File: src/rtl/uart_rx_pkg.sv
// Shared types and constants for the UART RX frame checker.
package uart_rx_pkg;

  typedef enum logic [1:0] {
    IDLE   = 2'd0,
    DATA   = 2'd1,
    PARITY = 2'd2,
    STOP   = 2'd3
  } state_e;

  localparam logic PAR_EVEN = 1'b0;
  localparam logic PAR_ODD  = 1'b1;

  localparam int STICKY_START = 0;
  localparam int STICKY_PAR   = 1;
  localparam int STICKY_STOP  = 2;

  // Requested stop count of 0 means 1; anything above the supported maximum saturates.
  function automatic int clamp_stop(input int req, input int max_stop);
    if (req == 0)       return 1;
    if (req > max_stop) return max_stop;
    return req;
  endfunction

endpackage

File: src/rtl/sat_counter.sv
// Saturating event counter; an increment coinciding with a clear restarts at 1.
module sat_counter #(
  parameter int CNT_WIDTH = 8
) (
  input  logic                 CLK,
  input  logic                 RST,
  input  logic                 inc,
  input  logic                 clr,
  output logic [CNT_WIDTH-1:0] count
);

  always_ff @(posedge CLK) begin
    if (RST)
      count <= '0;
    else if (inc)
      count <= clr ? CNT_WIDTH'(1) : ((&count) ? count : count + 1'b1);
    else if (clr)
      count <= '0;
  end

endmodule

File: src/rtl/uart_rx_frame_check.sv
// UART RX frame checker: start, LSB-first data, optional parity, 1..MAX_STOP_BITS stop bits.
// Error counters are built only when UART_RX_ERR_CNT_EN is defined.
module uart_rx_frame_check
  import uart_rx_pkg::*;
#(
  parameter int DATA_WIDTH    = 8,
  parameter int MAX_STOP_BITS = 2,
  parameter int CNT_WIDTH     = 8
) (
  input  logic                                 CLK,
  input  logic                                 RST,
  input  logic                                 par_en,
  input  logic                                 par_type,
  input  logic [$clog2(MAX_STOP_BITS+1)-1:0]   stop_num,
  input  logic                                 bit_valid,
  input  logic                                 bit_in,
  input  logic                                 frame_abort,
  input  logic                                 clr_err,
  output logic                                 busy,
  output logic [DATA_WIDTH-1:0]                data_out,
  output logic                                 frame_done,
  output logic                                 start_err,
  output logic                                 par_err,
  output logic                                 stop_err,
  output logic [2:0]                           sticky_err,
  output logic [CNT_WIDTH-1:0]                 err_cnt_par,
  output logic [CNT_WIDTH-1:0]                 err_cnt_stop
);

  localparam int SW  = $clog2(MAX_STOP_BITS+1);
  localparam int BCW = $clog2(DATA_WIDTH+1);

  state_e                state, state_nxt;
  logic [DATA_WIDTH-1:0] shreg;
  logic [BCW-1:0]        bcnt;
  logic                  par_acc, par_bad, stop_acc;
  logic                  cfg_par_en, cfg_par_type;
  logic [SW-1:0]         cfg_stop, stop_clamped;
  logic                  last_data, last_stop, step;
  logic [2:0]            sticky_set;

  assign stop_clamped = SW'(clamp_stop(int'(stop_num), MAX_STOP_BITS));
  assign last_data    = (bcnt == BCW'(DATA_WIDTH-1));
  assign last_stop    = (int'(bcnt) == int'(cfg_stop) - 1);
  assign step         = bit_valid & ~frame_abort;
  assign busy         = (state != IDLE);

  always_ff @(posedge CLK) begin
    if (RST) state <= IDLE;
    else     state <= state_nxt;
  end

  always_comb begin
    state_nxt = state;
    if (frame_abort)
      state_nxt = IDLE;
    else if (bit_valid) begin
      case (state)
        IDLE:    if (!bit_in) state_nxt = DATA;
        DATA:    if (last_data) state_nxt = cfg_par_en ? PARITY : STOP;
        PARITY:  state_nxt = STOP;
        STOP:    if (last_stop) state_nxt = IDLE;
        default: state_nxt = IDLE;
      endcase
    end
  end

  always_ff @(posedge CLK) begin
    if (RST) begin
      shreg        <= '0;
      bcnt         <= '0;
      par_acc      <= 1'b0;
      par_bad      <= 1'b0;
      stop_acc     <= 1'b0;
      cfg_par_en   <= 1'b0;
      cfg_par_type <= PAR_EVEN;
      cfg_stop     <= SW'(1);
      data_out     <= '0;
      frame_done   <= 1'b0;
      start_err    <= 1'b0;
      par_err      <= 1'b0;
      stop_err     <= 1'b0;
    end else begin
      frame_done <= 1'b0;
      start_err  <= 1'b0;
      if (step) begin
        case (state)
          IDLE: begin
            if (bit_in)
              start_err <= 1'b1;
            else begin
              cfg_par_en   <= par_en;
              cfg_par_type <= par_type;
              cfg_stop     <= stop_clamped;
              par_acc      <= 1'b0;
              par_bad      <= 1'b0;
              stop_acc     <= 1'b0;
              bcnt         <= '0;
            end
          end
          DATA: begin
            shreg   <= {bit_in, shreg[DATA_WIDTH-1:1]};
            par_acc <= par_acc ^ bit_in;
            bcnt    <= last_data ? '0 : bcnt + BCW'(1);
          end
          PARITY: par_bad <= par_acc ^ bit_in ^ (cfg_par_type == PAR_ODD);
          STOP: begin
            // Every stop bit is sampled; an early 0 does not end the frame.
            if (last_stop) begin
              frame_done <= 1'b1;
              data_out   <= shreg;
              par_err    <= cfg_par_en & par_bad;
              stop_err   <= stop_acc | ~bit_in;
            end else begin
              stop_acc <= stop_acc | ~bit_in;
              bcnt     <= bcnt + BCW'(1);
            end
          end
          default: ;
        endcase
      end
    end
  end

  // Set sources are the registered pulses, so a clear landing on a pulse cycle loses.
  always_comb begin
    sticky_set               = '0;
    sticky_set[STICKY_START] = start_err;
    sticky_set[STICKY_PAR]   = frame_done & par_err;
    sticky_set[STICKY_STOP]  = frame_done & stop_err;
  end

  always_ff @(posedge CLK) begin
    if (RST) sticky_err <= '0;
    else     sticky_err <= sticky_set | (sticky_err & {3{~clr_err}});
  end

`ifdef UART_RX_ERR_CNT_EN
  sat_counter #(.CNT_WIDTH(CNT_WIDTH)) u_cnt_par (
    .CLK   (CLK),
    .RST   (RST),
    .inc   (frame_done & par_err),
    .clr   (clr_err),
    .count (err_cnt_par)
  );

  sat_counter #(.CNT_WIDTH(CNT_WIDTH)) u_cnt_stop (
    .CLK   (CLK),
    .RST   (RST),
    .inc   (frame_done & stop_err),
    .clr   (clr_err),
    .count (err_cnt_stop)
  );
`else
  assign err_cnt_par  = '0;
  assign err_cnt_stop = '0;
`endif

endmodule

File: config.mk
export PLATFORM = sky130hd
export DESIGN_NAME = uart_rx_frame_check
export DESIGN_NICKNAME = d
export VERILOG_FILES = /design/src/rtl/uart_rx_pkg.sv /design/src/rtl/sat_counter.sv /design/src/rtl/uart_rx_frame_check.sv
export SDC_FILE = /design/constraint.sdc
export NUM_CORES = 1
export LEC_CHECK = 0
export CORE_AREA = 2 2 50 86
export CTS_CLUSTER_SIZE = 40
export DETAILED_ROUTE_END_ITERATION = 8
export DIE_AREA = 0 0 52 88
export HOLD_SLACK_MARGIN = 0.06
export PLACE_DENSITY = 0.86
export SYNTH_ARGS = -nofsm -noshare
export SYNTH_HDL_FRONTEND = slang
export SYNTH_SLANG_ARGS = --single-unit
File: constraint.sdc
create_clock -name CLK -period 2.15 [get_ports CLK]
set_input_delay 0.215 -clock CLK [delete_from_list [all_inputs] [get_ports CLK]]
set_output_delay 0.215 -clock CLK [all_outputs]
set_load 0.05 [all_outputs]
==> impl_metrics.csv, run 1 <==
group,metric,value,unit
synthesis,synth_warnings,0,
detailed_routing,drc,0,
clocking,insertion_delay,0.29,ns
global_routing,grt_start_max_net_pins,35,
global_routing,first_global_vias,1311,
sta,final.min_clock_period,1.819,ns
die,rows,30,
placement,dpl.cell_count,267,
synthesis,synth_cell_type_count,43,
synthesis,async_flop_share,0,%
layout,final_common_cell,"dfxtp_1",
clocking,cts_hold_buf,0,
layout,post_route_cells_drive_above_1_share,8.811,%
layout,final_cells,275,
detailed_routing,wl_per_cell,12.54,um
die,die_w,52,um
synthesis,synth_seq_cells,36,
global_routing,antenna_found_initial,0,
sta,clock_skew,0.007459,ns
synthesis,syn_area,1822,um^2
sta,fin_crit_sh,84.62,%
layout,utilization,55.37,%
global_routing,track_usage,16.68,%
worst_setup_path,r2r_start,"state[0]$_SDFFE_PP0P_",
worst_setup_path,startpoint_type,"flop",
detailed_routing,vias,1442,
placement,globalplace.congestion,0.8159,
worst_setup_path,end_kind,"flop",
clocking,cts_buffers,5,
layout,final_cell_mix,"36 x dfxtp_1, 23 x clkdlybuf4s50_1, 21 x nor2_1",
die,initial_core_util,47.12,%
sta,fin_tns_setup,0,ns
run,maxCapViolations,0,
worst_setup_path,rrSetupSlack,0.33,ns
placement,portBuffers,24,
clocking,post_cts_buffers,0,
clocking,cts.clk_slew.worst_paths,0.07,ns
sta,holdWs,0.4583,ns
power,ir_drop,0.3755,mV
worst_setup_path,required,2.33,ns
run_status,status,"finished clean",
layout,n_antenna_cell,0,
sta,rsz0062_at_grt,"no",
die,pin_count,42,
min_path,worstHoldStart,"shreg[0]$_SDFFE_PP0P_",
sta,fmax,0.5497,GHz
detailed_routing,vias_per_cell,5.244,
worst_setup_path,critPathArrivalTime,2.00,ns
global_routing,grt_pass1_wl,5692,um
synthesis,ys.flop_type,"dfxtp_1",
worst_setup_path,crit_end,"bcnt[2]$_SDFFE_PP0P_",
synthesis,syn_area_per_cell,9.063,um^2
die,die_height,88,um
worst_setup_path,critical_path_class,"flop to flop",
worst_setup_path,path_max_fanout,9,
die,core-area,3866,um^2
synthesis,syn_inst,201,
clocking,clock_sinks,36,
clocking,cts_tree,"done",
worst_setup_path,r2r_cells,6,
synthesis,seq_area_frac_synth,39.56,%
worst_setup_path,r2r_end,"bcnt[2]$_SDFFE_PP0P_",
layout,area_growth,17.51,%
detailed_routing,first_pass_iters,4,
die,die-area,4576,um^2
min_path,hp-class,"flop to flop",
power,total_power,1.417,mW
detailed_routing,wl,3449,um
layout,nNetsFinal,244,
clocking,ctsResizeCount,0,
worst_setup_path,startpoint,"state[0]$_SDFFE_PP0P_",
power,powerDensity,662.0,nW/um^2
clocking,cts_root_buf,"clkbuf_8",
synthesis,synth_edf_count,0,
global_routing,grt-ovfl-total,0,
clocking,htreeDepth,2,
detailed_routing,drt_iter0_drc,37,
sta,setup_viol,0,
placement,hpwl,2528,um
clocking,cts.path.max_buffers,2,
sta,hold_viol_final,0,
detailed_routing,ant_nets,0,
sta,drv_slew,0,
power,p_leak,0.8800,nW
worst min path at each step:
stage                          endpoint  slack (ns)  cells after the start
5_1_grt           shreg[0]$_SDFFE_PP0P_        0.49                      2
2_1_floorplan  cfg_stop[1]$_SDFFE_PP0P_        0.36                      2
6_report          shreg[0]$_SDFFE_PP0P_        0.46                      2
4_1_cts           shreg[0]$_SDFFE_PP0P_        0.46                      2
3_5_place_dp      shreg[0]$_SDFFE_PP0P_        0.45                      2
3_3_place_gp      shreg[0]$_SDFFE_PP0P_        0.44                      2
worst max-delay path: stages, from the launching register on:
cell     delay [ns]
dfxtp_1        0.39
inv_1          0.13
ha_1           0.28
nand2_1        0.19
nor3b_4        0.39
a31oi_1        0.13
and3b_1        0.20
synthesized netlist by cell type (4+ instances only):
cell      count  share of area, %
dfxtp_1      36                40
nor2_1       21               4.3
buf_4        16               6.6
a21oi_1      14               3.8
mux2i_1      14               7.7
nand2_1      12               2.5
nand3_1      11               3.0
inv_1         9               1.9
ha_1          8               5.5
nor3_1        6               1.6
clkbuf_1      4              0.82
flip-flops by register name, indices dropped and copies added, names as in the netlist:
register      cells
frame_done        1
par_bad           1
stop_err          1
data_out          8
bcnt              4
par_err           1
cfg_par_type      1
start_err         1
shreg             8
state             2
par_acc           1
cfg_stop          2
stop_acc          1
cfg_par_en        1
sticky_err        3
report_power, final:
group	internal, mW	switching (mW)
registers	0.673	0.00516
logic	0.0422	0.120
clock network	0.344	0.233
total	1.06	0.359
metrics by stage:
step | area (um^2) | setup slack, ns
final | 2141 | 0.3307
after global routing | 2141 | 0.1406
after CTS | 2141 | 0.3111
after detailed placement | 2033 | 0.3315
after global placement | 2033 | 0.3649
after floorplan | 1878 | 0.3966
area by class of cell:
cell class                 instances  area [um^2]
fill                             362         1725
timing repair buffer              28        267.8
inverter                           9        33.78
clock buffer                       6        72.57
sequential                        36        720.7
multi-input combinational        146        950.9
tap                               48        60.06
clock inverter                     2        35.03
logic make-up after synthesis:
family / after synthesis / share of synthesized area (%)
AOI/OAI and AO/OA: 32 / 10.99
xor gates and xnor gates: 4 / 2.336
adders and majority gates: 8 / 5.495
buffers and inverters: 34 / 11.33
DFF: 36 / 39.56
muxes: 14 / 7.692
other: 1 / 0.2058
and+or+nand+nor: 72 / 22.39
layer usage:
metal,part of all wire (%),vias up,GRT usage (%)
li1,-,708,-
met1,36,665,15.88
met2,55,59,30.72
met3,5.2,10,3.925
met4,3.4,0,10.53
met5,0,-,0
(Power assumes the default switching activity.)
==> run 2, diff against run 1 <==
clock period = 1.7 ns   (was 2.15 ns; I/O delays follow)
==> impl_metrics.csv, run 2 (same netlist as run 1, synthesis figures left out) <==
group,metric,value,unit
die,die-area,4576,um^2
layout,reg_top3,"data_out: 8 flops, shreg: 8 flops, bcnt: 4 flops",
detailed_routing,wl_per_cell,12.60,um
detailed_routing,vias_per_cell,5.164,
sta,fin_tns_setup,0,ns
layout,post_route_cells_drive_above_1_share,21.34,%
global_routing,first_global_vias,1452,
sta,fin_ws,0.05461,ns
power,p_leak,0.9454,nW
sta,rsz0062_at_grt,"yes",
power,ir_drop,0.5016,mV
layout,final_common_cell,"dfxtp_1",
global_routing,track_usage,18.01,%
worst_setup_path,startpoint_type,"flop",
global_routing,antenna_found_initial,0,
detailed_routing,wl,3615,um
die,initial_core_util,47.12,%
layout,area_growth,26.65,%
worst_setup_path,r2r_cells,6,
clocking,clock_sinks,36,
detailed_routing,first_pass_iters,4,
min_path,min_path_cells,2,
worst_setup_path,end_kind,"flop",
sta,drv_slew,0,
sta,hold_viol_final,0,
sta,fin_crit_sh,96.79,%
die,rows,30,
detailed_routing,ant_nets,0,
sta,setup_viol,0,
min_path,hp-class,"flop to flop",
clocking,cts.clk_slew.worst_paths,0.07,ns
global_routing,grt-ovfl-total,0,
clocking,cts_tree,"done",
power,total_power,1.651,mW
power,powerDensity,715.4,nW/um^2
global_routing,grt_start_max_net_pins,22,
clocking,cts_hold_buf,0,
run_status,status,"finished clean",
worst_setup_path,rrSetupSlack,0.05,ns
detailed_routing,vias,1482,
global_routing,grt_pass1_wl,6099,um
layout,nNetsFinal,257,
clocking,insertion_delay,0.29,ns
detailed_routing,drt_iter0_drc,42,
layout,n_antenna_cell,0,
sta,holdWs,0.4555,ns
clocking,htreeDepth,2,
placement,portBuffers,24,
worst_setup_path,path_max_fanout,3,
detailed_routing,drc,0,
run,maxCapViolations,0,
sta,fmax,0.6078,GHz
placement,hpwl,2734,um
die,pin_count,42,
worst_setup_path,critical_path_class,"flop to flop",
placement,globalplace.congestion,0.8606,
sta,final.min_clock_period,1.645,ns
placement,pre_cts_slack,-0.07393,ns
sta,clock_skew,0.01094,ns
die,die_height,88,um
clocking,cts.path.max_buffers,2,
clocking,cts_buffers,5,
die,die_w,52,um
worst_setup_path,critPathArrivalTime,1.82,ns
layout,utilization,59.68,%
die,core-area,3866,um^2
clocking,cts_root_buf,"clkbuf_8",
layout,final_cell_mix,"31 x dfxtp_1, 21 x nor2_1, 20 x buf_4",
worst_setup_path,required,1.87,ns
[run 2: repair_timing]
item	CTS	global route
pin swaps	1	3
setup endpoints to repair	12	8
setup buffers	0	1
gates resized for setup	5	7
[run 2: critical path: stages, from the launching register on]
cell and delay (ns):
dfxtp_2 0.34, inv_2 0.05, ha_4 0.28, xor2_4 0.24
a31oi_4 0.13, nor4_2 0.28, and3b_1 0.20
[run 2: layout make-up]
cell class              instances  area, um^2
inverters                       9       37.54
well taps                      48       60.06
flip-flops and latches         36       726.9
clock inverters                 1       5.005
clock buffers                   6       72.57
multi-input cells             146        1025
fillers                       342        1559
repair buffers                 41       380.4
[run 2: worst paths after layout]
path,start,end
setup / recovery,cfg_stop[0]$_SDFFE_PP1P_,state[0]$_SDFFE_PP0P_
hold / removal,shreg[0]$_SDFFE_PP0P_,shreg[0]$_SDFFE_PP0P_
setup reg to reg,cfg_stop[0]$_SDFFE_PP1P_,state[0]$_SDFFE_PP0P_
hold reg to reg,shreg[0]$_SDFFE_PP0P_,shreg[0]$_SDFFE_PP0P_
[run 2: metal layers]
metal	wire [um]	share of wire (%)	track usage (%)
met3	156	4.3	4.266
met2	1978	55	32.22
met4	199	5.5	14.83
met1	1280	35	16.45
met5	0	0	0
[run 2: per-stage QoR]
| stage | std cells | cell area [um^2] |
|---|---|---|
| finish | 287 | 2307 |
| CTS | 286 | 2281 |
| detailed placement | 279 | 2157 |
| floorplan | 216 | 1897 |
| global placement | 279 | 2157 |
| global route | 287 | 2307 |
[run 2: report_power, final]
group | internal [mW] | switching [mW] | total [mW] | leakage (nW)
clock | 0.278 | 0.276 | 0.554 | 0.0410
sequential | 0.851 | 0.00617 | 0.858 | 0.292
combinational | 0.0749 | 0.164 | 0.239 | 0.612
==> run 3, diff against run 2 <==
--- a/config.mk
+++ b/config.mk
@@ -12,4 +12,5 @@
 export HOLD_SLACK_MARGIN = 0.06
 export PLACE_DENSITY = 0.86
+export SLEW_MARGIN = 20
 export SYNTH_ARGS = -nofsm -noshare
 export SYNTH_HDL_FRONTEND = slang
==> constraint.sdc (replaced) <==
create_clock -name CLK -period 1.7 [get_ports CLK]
set_input_delay 0.17 -clock CLK [delete_from_list [all_inputs] [get_ports CLK]]
set_output_delay 0.17 -clock CLK [all_outputs]
set_load 0.01 [all_outputs]
==> impl_metrics.csv, run 3 (same netlist as run 1, synthesis figures left out) <==
group,metric,value,unit
worst_setup_path,slowest_delay,0.34,ns
detailed_routing,vias,1488,
power,p_sw_share,23.06,%
power,ir_drop,0.6252,mV
clocking,htreeDepth,2,
min_path,worstHoldStart,"shreg[0]$_SDFFE_PP0P_",
clocking,cts.path.max_buffers,2,
worst_setup_path,critical_path_class,"flop to flop",
worst_setup_path,r2r_start,"cfg_stop[1]$_SDFFE_PP0P_",
clocking,cts_root_buf,"clkbuf_8",
die,initial_core_util,47.12,%
sta,fin_crit_sh,95.04,%
power,sequentialPowerShare,48.5,%
min_path,hp-class,"flop to flop",
worst_setup_path,critPathArrivalTime,1.79,ns
die,die_w,52,um
die,core-area,3866,um^2
placement,hpwl,2791,um
die,die-area,4576,um^2
power,p_switching,407.6,uW
clocking,cts_tree,"done",
sta,hold_viol_final,0,
global_routing,grt-ovfl-total,0,
worst_setup_path,r2r_cells,8,
layout,area_growth,29.81,%
sta,final.min_clock_period,1.616,ns
detailed_routing,drt_iter0_drc,13,
run_status,status,"finished clean",
layout,fin_area,2365,um^2
layout,n_antenna_cell,0,
worst_setup_path,path_max_fanout,6,
clocking,insertion_delay,0.29,ns
sta,setup_viol,0,
sta,fmax,0.6190,GHz
detailed_routing,drc,0,
detailed_routing,wl_per_cell,13.24,um
min_path,min_to,"shreg[0]$_SDFFE_PP0P_",
global_routing,antenna_found_initial,0,
sta,holdWs,0.4588,ns
worst_setup_path,path_buf_inv,3,
global_routing,grt_start_max_net_pins,24,
worst_setup_path,required,1.88,ns
global_routing,grt_pass1_wl,6085,um
power,total_power,1.768,mW
placement,portBuffers,24,
sta,clock_skew,0.006808,ns
clocking,cts.clk_slew.worst_paths,0.07,ns
global_routing,track_usage,17.97,%
global_routing,first_global_vias,1426,
die,pin_count,42,
power,clkPwrFrac,42.0,%
power,intPower,1.360,mW
layout,reg_top3,"data_out: 8 flops, shreg: 8 flops, bcnt: 4 flops",
run,maxCapViolations,0,
detailed_routing,first_pass_iters,4,
worst_setup_path,end_kind,"flop",
placement,pre_cts_slack,-0.03541,ns
power,p_leak,0.9807,nW
sta,fin_ws,0.08438,ns
power,powerDensity,747.6,nW/um^2
die,die_height,88,um
layout,final_cell_mix,"32 x dfxtp_1, 23 x clkdlybuf4s50_1, 21 x nor2_1",
worst_setup_path,r2r_end,"data_out[6]$_SDFFE_PP0P_",
placement,globalplace.congestion,0.8328,
placement,placed_area,2161,um^2
sta,rsz0062_at_grt,"yes",
clocking,cts_hold_buf,0,
detailed_routing,ant_nets,0,
layout,post_route_cells_drive_above_1_share,20.00,%
layout,utilization,61.17,%
worst_setup_path,critPathTopFamily,"buffers and inverters",
die,rows,30,
power,comb_power_share,9.5,%
worst_setup_path,rrSetupSlack,0.08,ns
detailed_routing,vias_per_cell,5.078,
layout,nNetsFinal,262,
detailed_routing,wl,3880,um
sta,drv_slew,0,
min_path,min_path_cells,2,
worst_setup_path,startpoint_type,"flop",
clocking,cts_buffers,5,
clocking,clock_sinks,36,
worst_setup_path,crit_chain,"inv_2, ha_4, xor2_2, buf_4, nand4_4, clkbuf_16, mux2i_1, nor2_1",
worst_setup_path,crit_slowest_cell,"dfxtp_2",
layout,final_common_cell,"dfxtp_1",
run 3: routing by layer:
layer	GRT usage, %	wire length, um	vias up
met1	16.97	1421	698
li1	-	-	741
met2	32.22	2168	37
met4	13.64	162	0
met5	0	0	-
met3	4.096	128	12
run 3: timing repair:
action                                  CTS  global route
gates cloned                              0             1
endpoints found under the hold margin     0             0
gates resized for setup                   4            12
buffers inserted                          0             2
endpoints found under the setup margin   12            12
pin swaps                                 0             4
run 3: cell type report:
cell class | instances | area, um^2
clock buffers | 6 | 72.57
clock inverters | 2 | 35.03
fillers | 338 | 1501
inverters | 9 | 33.78
multi-input cells | 146 | 1001
flip-flops and latches | 36 | 728.2
well taps | 48 | 60.06
repair buffers | 46 | 434.2
run 3: worst reg2reg max path: stages, from the launching register on:
cell       delay [ns]
dfxtp_2          0.34
inv_2            0.05
ha_4             0.26
xor2_2           0.15
buf_4            0.15
nand4_4          0.16
clkbuf_16        0.21
mux2i_1          0.13
nor2_1           0.05
run 3: worst max path at each step:
stage / startpoint / endpoint / depth (start not counted)
2_1_floorplan: cfg_stop[0]$_SDFFE_PP1P_ / state[0]$_SDFFE_PP0P_ / 6
3_3_place_gp: cfg_stop[0]$_SDFFE_PP1P_ / data_out[5]$_SDFFE_PP0P_ / 7
3_5_place_dp: cfg_stop[0]$_SDFFE_PP1P_ / state[0]$_SDFFE_PP0P_ / 6
4_1_cts: cfg_stop[0]$_SDFFE_PP1P_ / state[0]$_SDFFE_PP0P_ / 7
5_1_grt: state[1]$_SDFFE_PP0P_ / bcnt[3]$_SDFFE_PP0P_ / 7
6_report: cfg_stop[1]$_SDFFE_PP0P_ / data_out[6]$_SDFFE_PP0P_ / 8
run 3: power by group through the flow:
stage                     clock (mW)  sequential, mW  combinational (mW)
after floorplan                    0           0.875               0.119
after global placement             0           0.875               0.151
after detailed placement           0           0.876               0.155
after CTS                      0.751           0.857               0.157
after global routing           0.785           0.857               0.183
final                          0.742           0.857               0.169
run 3: metrics by stage:
| stage | instances | TNS (ns) |
|---|---|---|
| finish | 293 | 0 |
| CTS | 290 | 0 |
| detailed placement | 282 | -0.2584 |
| floorplan | 216 | 0 |
| global route | 293 | 0 |
| global placement | 282 | 0 |
